--- src/rtl/trace_eject_pkg.sv ---
// Shared state encodings, error codes and slot geometry for the trace ejection unit.
// Also provides the flit field-position macros used by the local port.
`ifndef DATA_WIDTH
`define DATA_WIDTH 64
`endif
`ifndef DATA_MSB
`define DATA_MSB 63
`endif
`ifndef NUM_MSB
`define NUM_MSB 20
`endif
`ifndef NUM_LSB
`define NUM_LSB 16
`endif
`ifndef IDX_MSB
`define IDX_MSB 25
`endif
`ifndef IDX_LSB
`define IDX_LSB 21
`endif

package trace_eject_pkg;

  typedef enum logic [2:0] {
    ST_IDLE,
    ST_BODY,
    ST_DRAIN,
    ST_EMIT,
    ST_DONE
  } te_state_t;

  localparam logic [1:0] TE_OK     = 2'b00;
  localparam logic [1:0] TE_BADNUM = 2'b01;
  localparam logic [1:0] TE_IDX    = 2'b10;
  localparam logic [1:0] TE_TRACE  = 2'b11;

  localparam int RID_WIDTH    = 4;
  localparam int LO_SLOT_BASE = 1;
  localparam int HI_SLOT_BASE = 13;
  localparam int LO_SLOTS     = 12;
  localparam int HI_SLOTS     = 4;

  // Header sanity: hop count must be 1..max_hops, and the stamp index must have reached it.
  function automatic logic [1:0] hdr_check(input logic [4:0] num, input logic [4:0] idx,
                                           input int max_hops);
    logic [1:0] res;
    res = TE_OK;
    if (num == 5'd0 || int'(num) > max_hops) res = TE_BADNUM;
    else if (idx != num)                      res = TE_IDX;
    return res;
  endfunction

endpackage

--- src/rtl/trace_eject_if.sv ---
// Local-port ejection bus: flit input channel, hop record stream and packet status.
// hop_port exists only when TRACE_PORT_EN is defined.
interface trace_eject_if;
  import trace_eject_pkg::*;

  logic                   in_valid;
  logic                   in_ready;
  logic [`DATA_WIDTH-1:0] in_data;
  logic                   in_head;
  logic                   in_tail;
  logic                   hop_valid;
  logic                   hop_ready;
  logic [4:0]             hop_idx;
  logic [RID_WIDTH-1:0]   hop_rid;
  logic                   hop_last;
`ifdef TRACE_PORT_EN
  logic [1:0]             hop_port;
`endif
  logic                   pkt_done;
  logic                   pkt_err;
  logic [1:0]             err_code;

  modport master (
`ifdef TRACE_PORT_EN
    input  hop_port,
`endif
    output in_valid, in_data, in_head, in_tail, hop_ready,
    input  in_ready, hop_valid, hop_idx, hop_rid, hop_last, pkt_done, pkt_err, err_code
  );

  modport slave (
`ifdef TRACE_PORT_EN
    output hop_port,
`endif
    input  in_valid, in_data, in_head, in_tail, hop_ready,
    output in_ready, hop_valid, hop_idx, hop_rid, hop_last, pkt_done, pkt_err, err_code
  );

endinterface

--- src/rtl/trace_eject_slot_mux.sv ---
// trace_slot_mux: picks the recorded router ID (and path port) for a 1-based hop index.
// Purely combinational; index 0 or beyond the last slot yields zero.
module trace_slot_mux
  import trace_eject_pkg::*;
(
  input  logic [4:0]                    sel,
  input  logic [LO_SLOTS*RID_WIDTH-1:0] lo_slots,
  input  logic [HI_SLOTS*RID_WIDTH-1:0] hi_slots,
`ifdef TRACE_PORT_EN
  input  logic [31:0]                   path,
  output logic [1:0]                    port,
`endif
  output logic [RID_WIDTH-1:0]          rid
);

  always_comb begin
    rid = '0;
    for (int k = 0; k < LO_SLOTS; k++)
      if (sel == 5'(LO_SLOT_BASE + k)) rid = lo_slots[k*RID_WIDTH +: RID_WIDTH];
    for (int k = 0; k < HI_SLOTS; k++)
      if (sel == 5'(HI_SLOT_BASE + k)) rid = hi_slots[k*RID_WIDTH +: RID_WIDTH];
  end

`ifdef TRACE_PORT_EN
  // Hop 1 took the two most significant path bits, each later hop the next pair down.
  always_comb begin
    port = '0;
    for (int k = 0; k < LO_SLOTS + HI_SLOTS; k++)
      if (sel == 5'(k + 1)) port = path[31-2*k -: 2];
  end
`endif

endmodule

--- src/rtl/trace_eject.sv ---
// Ejection unit: unpacks the hop-stamped router trace of each packet and streams one record per cycle.
// Latency: first hop record the cycle after the tail is accepted; in_ready is low while emitting or reporting.
// Optional TRACE_PORT_EN adds hop_port, taken from the latched header path field.
module trace_eject
  import trace_eject_pkg::*;
#(
  parameter int ROUTERID = 0,
  parameter int MAX_HOPS = 16
) (
  input logic         clk,
  input logic         reset,
  trace_eject_if.slave te
);

  te_state_t                     state_q, state_d;
  logic                          live_q;
  logic [4:0]                    num_q;
  logic [4:0]                    hop_idx_q, hop_idx_d;
  logic [1:0]                    err_q, err_d;
  logic [LO_SLOTS*RID_WIDTH-1:0] lo_q;
  logic [HI_SLOTS*RID_WIDTH-1:0] hi_q;
  logic                          load_hdr, load_body;
  logic                          xfer, head_abort, hop_last;
  logic [RID_WIDTH-1:0]          sel_rid;
  logic [4:0]                    in_num, in_idx;
  logic                          unused_data;

  assign in_num      = te.in_data[`NUM_MSB:`NUM_LSB];
  assign in_idx      = te.in_data[`IDX_MSB:`IDX_LSB];
  assign unused_data = ^te.in_data;

  // A head arriving mid-packet is refused so it can start the next packet after the abort.
  assign head_abort  = te.in_valid && te.in_head && (state_q == ST_BODY || state_q == ST_DRAIN);
  assign te.in_ready = live_q && ((state_q == ST_IDLE) ||
                       ((state_q == ST_BODY || state_q == ST_DRAIN) && !head_abort));
  assign xfer        = te.in_valid && te.in_ready;
  assign hop_last    = (state_q == ST_EMIT) && (hop_idx_q == num_q);

  always_comb begin
    state_d   = state_q;
    err_d     = err_q;
    hop_idx_d = hop_idx_q;
    load_hdr  = 1'b0;
    load_body = 1'b0;
    unique case (state_q)
      ST_IDLE: begin
        if (xfer && te.in_head) begin
          load_hdr  = 1'b1;
          hop_idx_d = '0;
          err_d     = te.in_tail ? TE_TRACE : hdr_check(in_num, in_idx, MAX_HOPS);
          state_d   = te.in_tail ? ST_DONE : ST_BODY;
        end
      end
      ST_BODY, ST_DRAIN: begin
        if (head_abort) begin
          err_d   = TE_TRACE;
          state_d = ST_DONE;
        end else if (xfer) begin
          load_body = (state_q == ST_BODY);
          if (!te.in_tail) begin
            state_d = ST_DRAIN;
          end else if (err_q == TE_OK) begin
            state_d   = ST_EMIT;
            hop_idx_d = 5'd1;
          end else begin
            state_d = ST_DONE;
          end
        end
      end
      ST_EMIT: begin
        if (te.hop_ready) begin
          if (hop_last) begin
            state_d   = ST_DONE;
            hop_idx_d = '0;
            if (sel_rid != RID_WIDTH'(ROUTERID)) err_d = TE_TRACE;
          end else begin
            hop_idx_d = hop_idx_q + 5'd1;
          end
        end
      end
      ST_DONE: state_d = ST_IDLE;
      default: state_d = ST_IDLE;
    endcase
  end

  always_ff @(posedge clk or negedge reset) begin
    if (!reset) begin
      state_q   <= ST_IDLE;
      live_q    <= 1'b0;
      num_q     <= '0;
      err_q     <= TE_OK;
      hop_idx_q <= '0;
      lo_q      <= '0;
      hi_q      <= '0;
    end else begin
      live_q    <= 1'b1;
      state_q   <= state_d;
      err_q     <= err_d;
      hop_idx_q <= hop_idx_d;
      if (load_hdr) begin
        num_q <= in_num;
        hi_q  <= te.in_data[HI_SLOTS*RID_WIDTH-1:0];
      end
      if (load_body) lo_q <= te.in_data[LO_SLOTS*RID_WIDTH-1:0];
    end
  end

`ifdef TRACE_PORT_EN
  logic [31:0] path_q;
  logic [1:0]  sel_port;

  always_ff @(posedge clk or negedge reset) begin
    if (!reset)        path_q <= '0;
    else if (load_hdr) path_q <= te.in_data[`DATA_MSB -: 32];
  end

  trace_slot_mux u_mux (
    .sel     (hop_idx_q),
    .lo_slots(lo_q),
    .hi_slots(hi_q),
    .path    (path_q),
    .port    (sel_port),
    .rid     (sel_rid)
  );

  assign te.hop_port = sel_port;
`else
  trace_slot_mux u_mux (
    .sel     (hop_idx_q),
    .lo_slots(lo_q),
    .hi_slots(hi_q),
    .rid     (sel_rid)
  );
`endif

  assign te.hop_valid = (state_q == ST_EMIT);
  assign te.hop_idx   = hop_idx_q;
  assign te.hop_rid   = sel_rid;
  assign te.hop_last  = hop_last;
  assign te.pkt_done  = (state_q == ST_DONE);
  assign te.pkt_err   = (state_q == ST_DONE) && (err_q != TE_OK);
  assign te.err_code  = (state_q == ST_DONE) ? err_q : TE_OK;

endmodule

--- src/flat_wrapper.sv ---
// flat-port wrapper written by rule: the top's interface ports become plain ports
module trace_eject_flat import trace_eject_pkg::*;
#(
  parameter int ROUTERID = 0,
  parameter int MAX_HOPS = 16
)
  (clk, reset, te_in_valid, te_in_data, te_in_head, te_in_tail, te_hop_ready, te_in_ready, te_hop_valid, te_hop_idx, te_hop_rid, te_hop_last, te_pkt_done, te_pkt_err, te_err_code);
  trace_eject_if te_i ();
  input logic clk;
  input logic reset;
  input wire logic [$bits(te_i.in_valid)-1:0] te_in_valid;
  input wire logic [$bits(te_i.in_data)-1:0] te_in_data;
  input wire logic [$bits(te_i.in_head)-1:0] te_in_head;
  input wire logic [$bits(te_i.in_tail)-1:0] te_in_tail;
  input wire logic [$bits(te_i.hop_ready)-1:0] te_hop_ready;
  output wire logic [$bits(te_i.in_ready)-1:0] te_in_ready;
  output wire logic [$bits(te_i.hop_valid)-1:0] te_hop_valid;
  output wire logic [$bits(te_i.hop_idx)-1:0] te_hop_idx;
  output wire logic [$bits(te_i.hop_rid)-1:0] te_hop_rid;
  output wire logic [$bits(te_i.hop_last)-1:0] te_hop_last;
  output wire logic [$bits(te_i.pkt_done)-1:0] te_pkt_done;
  output wire logic [$bits(te_i.pkt_err)-1:0] te_pkt_err;
  output wire logic [$bits(te_i.err_code)-1:0] te_err_code;
  assign te_i.in_valid = te_in_valid;
  assign te_i.in_data = te_in_data;
  assign te_i.in_head = te_in_head;
  assign te_i.in_tail = te_in_tail;
  assign te_i.hop_ready = te_hop_ready;
  assign te_in_ready = te_i.in_ready;
  assign te_hop_valid = te_i.hop_valid;
  assign te_hop_idx = te_i.hop_idx;
  assign te_hop_rid = te_i.hop_rid;
  assign te_hop_last = te_i.hop_last;
  assign te_pkt_done = te_i.pkt_done;
  assign te_pkt_err = te_i.pkt_err;
  assign te_err_code = te_i.err_code;
  trace_eject #(.ROUTERID(ROUTERID), .MAX_HOPS(MAX_HOPS)) u_core (.clk(clk), .reset(reset), .te(te_i));
endmodule
--- config.mk ---
export PLATFORM = sky130hd
export DESIGN_NAME = trace_eject_flat
export DESIGN_NICKNAME = d
export VERILOG_FILES = /design/src/rtl/trace_eject_pkg.sv /design/src/rtl/trace_eject_if.sv /design/src/rtl/trace_eject_slot_mux.sv /design/src/rtl/trace_eject.sv /design/src/flat_wrapper.sv
export SDC_FILE = /design/constraint.sdc
export NUM_CORES = 1
export LEC_CHECK = 0
export ABC_AREA = 1
export CELL_PAD_IN_SITES_DETAIL_PLACEMENT = 0
export CELL_PAD_IN_SITES_GLOBAL_PLACEMENT = 1
export CORE_ASPECT_RATIO = 0.9
export CORE_MARGIN = 3
export CORE_UTILIZATION = 41
export DETAILED_ROUTE_END_ITERATION = 10
export PLACE_DENSITY = 0.89
export RECOVER_POWER = 100
export SLEW_MARGIN = 5
export SYNTH_ARGS = -nofsm -noshare
export SYNTH_HDL_FRONTEND = slang
export SYNTH_SLANG_ARGS = --single-unit
--- constraint.sdc ---
create_clock -name clk -period 6.3 [get_ports clk]
set_input_delay 1.26 -clock clk [delete_from_list [all_inputs] [get_ports clk]]
set_output_delay 1.26 -clock clk [all_outputs]
set_load 0.05 [all_outputs]
==> results.md <==
- Worst r2r dst: u_core.lo_q[25]
- Hold path depth: 2
- Sw frac: 0.3833
- Clock power frac: 0.238
- Synth top area share: 0.4538
- Register area share after synthesis: 0.4538
- Total Wirelength: 10.26 mm
- Maximum clock rate: 203.7 MHz
- Num CTS Buffers: 9
- Buffers & Inverters on Critical Path: 3
- Dominant synthesized flop cell: dfrtp_1
- Worst endpoint required time: 6510 ps
- Design Area, Final: ~0.0054 mm^2
- Grt ovf: 0
- Synth top area cells: dfrtp_1 45%, nand2_1 12%, mux2_4 7.5%
- Hold buffers post-CTS: 0
- Worst Tran Pin Value: 2950 ps
- Diode count: 0
- Clock Tree Root: clkbuf_16
- Worst EP arrival: just over 5000 ps
- Distinct cell type count after synthesis: 39
- Worst flop-to-flop path startpoint: u_core.state_q[1]
- Worst Path Max Fanout: 72
- Ys async rst share: 1.000
- Postcts setup bufs: 0
- Vias in the first global route: roughly 3600
- Final Wtd Congestion: 0.9317
- Failing checks: max-capacitance violations, max-slew violations
- Die area: 0.01204 mm^2
- DR vias: 3645
- Std cell rows: 35
- Sequential group share of total power: 0.386
- Hold Path Origin: u_core.lo_q[8]
- Syn Nets: around 600
- # H-tree levels: 3
- Endpoints failing hold: 0
- P_int: roughly 1.4 mW
- Switching pwr: 887.3 uW
- Worst path most repeated cell: nand2_1
- Final Skew: 7.560 ps
- Worst-Skew Late Latency: 340 ps
- Most frequent cells after synthesis: 145 x nand2_1, 80 x dfrtp_1, 76 x inv_1, 61 x o21ai_0, 33 x nand3_1
- EDFF count, synth: 0
- Tmin final: roughly 4900 ps
- Logic gate share of total power: 0.376
- Worst-path cell chain: dlygate4sd3_1 > nand2_1 > inv_1 > nor2_1 > o21a_2 > nand2_1 > or4_2 > clkbuf_1 > mux2_2
- Power Dens Cells: 427.6 mW/mm^2
- Total I/O pin count: 86
- Worst-path clk slew: about 50 ps
- Core ar.: 0.01038 mm^2
- Worst Setup SP: te_in_valid
- Count of maximum capacitance violations: 1
- Post-CTS sizing: 0
- Wire length of the first global-routing pass: 17.44 mm
- Fin cells: 742
- RSZ-0062 raised after global routing: no
- Setup crit end kind: flop
- Worst hold margin: 482.1 ps
- Mapped Cells: 542
- Top Family by Delay on Critical Path: buffers and inverters
- Total Nets Final: 685
- Via/cell ratio: between 4 and 5
- Slew headroom: -0.9669
- Chip height: 104.4 um
- Final setup fails: 0
- VDD IR max: about 0.28 mV
- Ys Warns: 0
- Share of cells above drive strength 1: 0.08646
- Area after DPL: 0.005190 mm^2
- Slew Limit Fails: 73
- Hold Path Class: flop to flop
- ANT nets after route: 0
- Hold EP: u_core.lo_q[8]
- Placed Cells: 728
- Leakage: 2.638 nW
- Synth area leader: dfrtp_1
- Detail Placement HPWL: 7.445 mm
- Count leader, synth: nand2_1
- Avg Inst Size Synth: 8.140 um^2
- Max clock buf depth: 2
- Kind of critical path: primary input to flop
- Syn Std Cell Area: 0.004412 mm^2
- Port buffer count: 69
- Status: complete, but fails checks
- Setup TNS: 0 ps
- CTS tree: done
- Pre-antenna DRT Iters: 4
- DRC: 0
- FF-to-FF path depth: 9
- Antenna violations before repair: 0
- Chip Width: 115.3 um
- CTS Sinks: 80
- Pin count of the biggest net entering global routing: 81
- Starting DRT DRC Count: 231
- Area Overhead vs Synth: 22.72%
- Util after Layout: 0.5216
- Crit start category: primary input
- R2r setup slk: 2300 ps
- Worst path max stage delay: 2060 ps
- Critical-path cell with the highest stage delay: clkbuf_1
- Synth Register Bits: 80
- Gr usage total: 0.1804
- Final worst path period share: 0.7791
- Routed length per instance: 13.83 um
- Initial core utilization: 0.4251
==> registers in the layout, indices dropped and copies added (netlist names) <==
name / count
u_core.err_q: 2
u_core.hi_q: 16
u_core.live_q: 1
u_core.lo_q: 48
u_core.num_q: 5
u_core.state_q: 3
u_core.te.hop_idx: 5
==> worst max path at each step <==
| stage | end | slack [ps] | cells after the start |
|---|---|---|---|
| floorplan | te_hop_last | 2450 | 3 |
| global placement | te_hop_rid[1] | 1910 | 21 |
| detailed placement | te_hop_rid[1] | 1890 | 21 |
| CTS | te_hop_rid[1] | 1510 | 21 |
| global route | u_core.lo_q[7] | 860 | 9 |
| finish | u_core.lo_q[25] | 1390 | 9 |
==> layout make-up <==
| cell class | count | area [um^2] |
|---|---|---|
| Clock buffer | 10 | 239.0 |
| Clock inverter | 4 | 70.07 |
| Fill cell | 1008 | 4965 |
| Inverter | 82 | 312.8 |
| Multi-Input combinational cell | 367 | 1937 |
| Sequential cell | 80 | 2002 |
| Tap cell | 129 | 161.4 |
| Timing Repair Buffer | 70 | 691.9 |
==> routing by layer <==
metal | vias to the layer above | global-route usage | part of all wire
li1 | 1863 | - | -
met1 | 1702 | 0.2619 | 0.49
met2 | 72 | 0.2690 | 0.46
met3 | 8 | 0.04188 | 0.048
met4 | 0 | 0.04946 | 0.0087
met5 | - | 0 | 0
==> power by group through the flow <==
stage / Combinational (mW) / Sequential (mW) / Clock (mW)
6_report: 0.871 / 0.894 / 0.550
5_1_grt: 0.996 / 0.921 / 0.580
4_1_cts: 0.957 / 0.895 / 0.560
3_5_place_dp: 0.947 / 0.901 / 0
3_3_place_gp: 0.929 / 0.893 / 0
2_1_floorplan: 0.691 / 0.874 / 0
==> cells in the final DEF (no fill, tap or decap), drive strengths merged <==
cell and instances:
dfrtp 80, inv 82, a21oi 3, nand3 33
conb 1, nor2 39, o41ai 1, a31oi 2
ha 5, clkinv 2, bufinv 2, clkbuf 11
a211oi 3, xor2 1, o21ai 64, buf 1
o31ai 3, o21a 1, o2111ai 2, or4 1
o21bai 1, clkdlybuf4s50 51, or2 14, mux2 24
nand2 153, nor4 1, nor3 5, dlygate4sd3 17
xnor2 3, o22ai 1, nand4 6
==> through the flow <==
step	total power, mW	setup slack [ps]
finish	2.315	1392
global route	2.497	861.8
CTS	2.412	1506
detailed placement	1.848	1892
global placement	1.822	1905
floorplan	1.565	2446
==> cells by family after synthesis <==
logic type,after synthesis,synth area share
compound gates,81,0.1010
fa+ha+maj,5,0.01418
simple gates,252,0.2533
buf+inv,95,0.08905
flops,80,0.4538
mux,24,0.07998
other cells,1,0.0008500
xor+xnor,4,0.007942
==> worst register-to-register path, cell delays in order, from the launching register on <==
cell and delay (ps):
dfrtp_1 400, nor2_1 170, nor2_2 60, o21ai_2 100, nor2_1 110, o21a_2 220, nand2_1 100, or4_2 120
clkbuf_1 2060, mux2_2 530
Power figures use the tool's default switching activity.
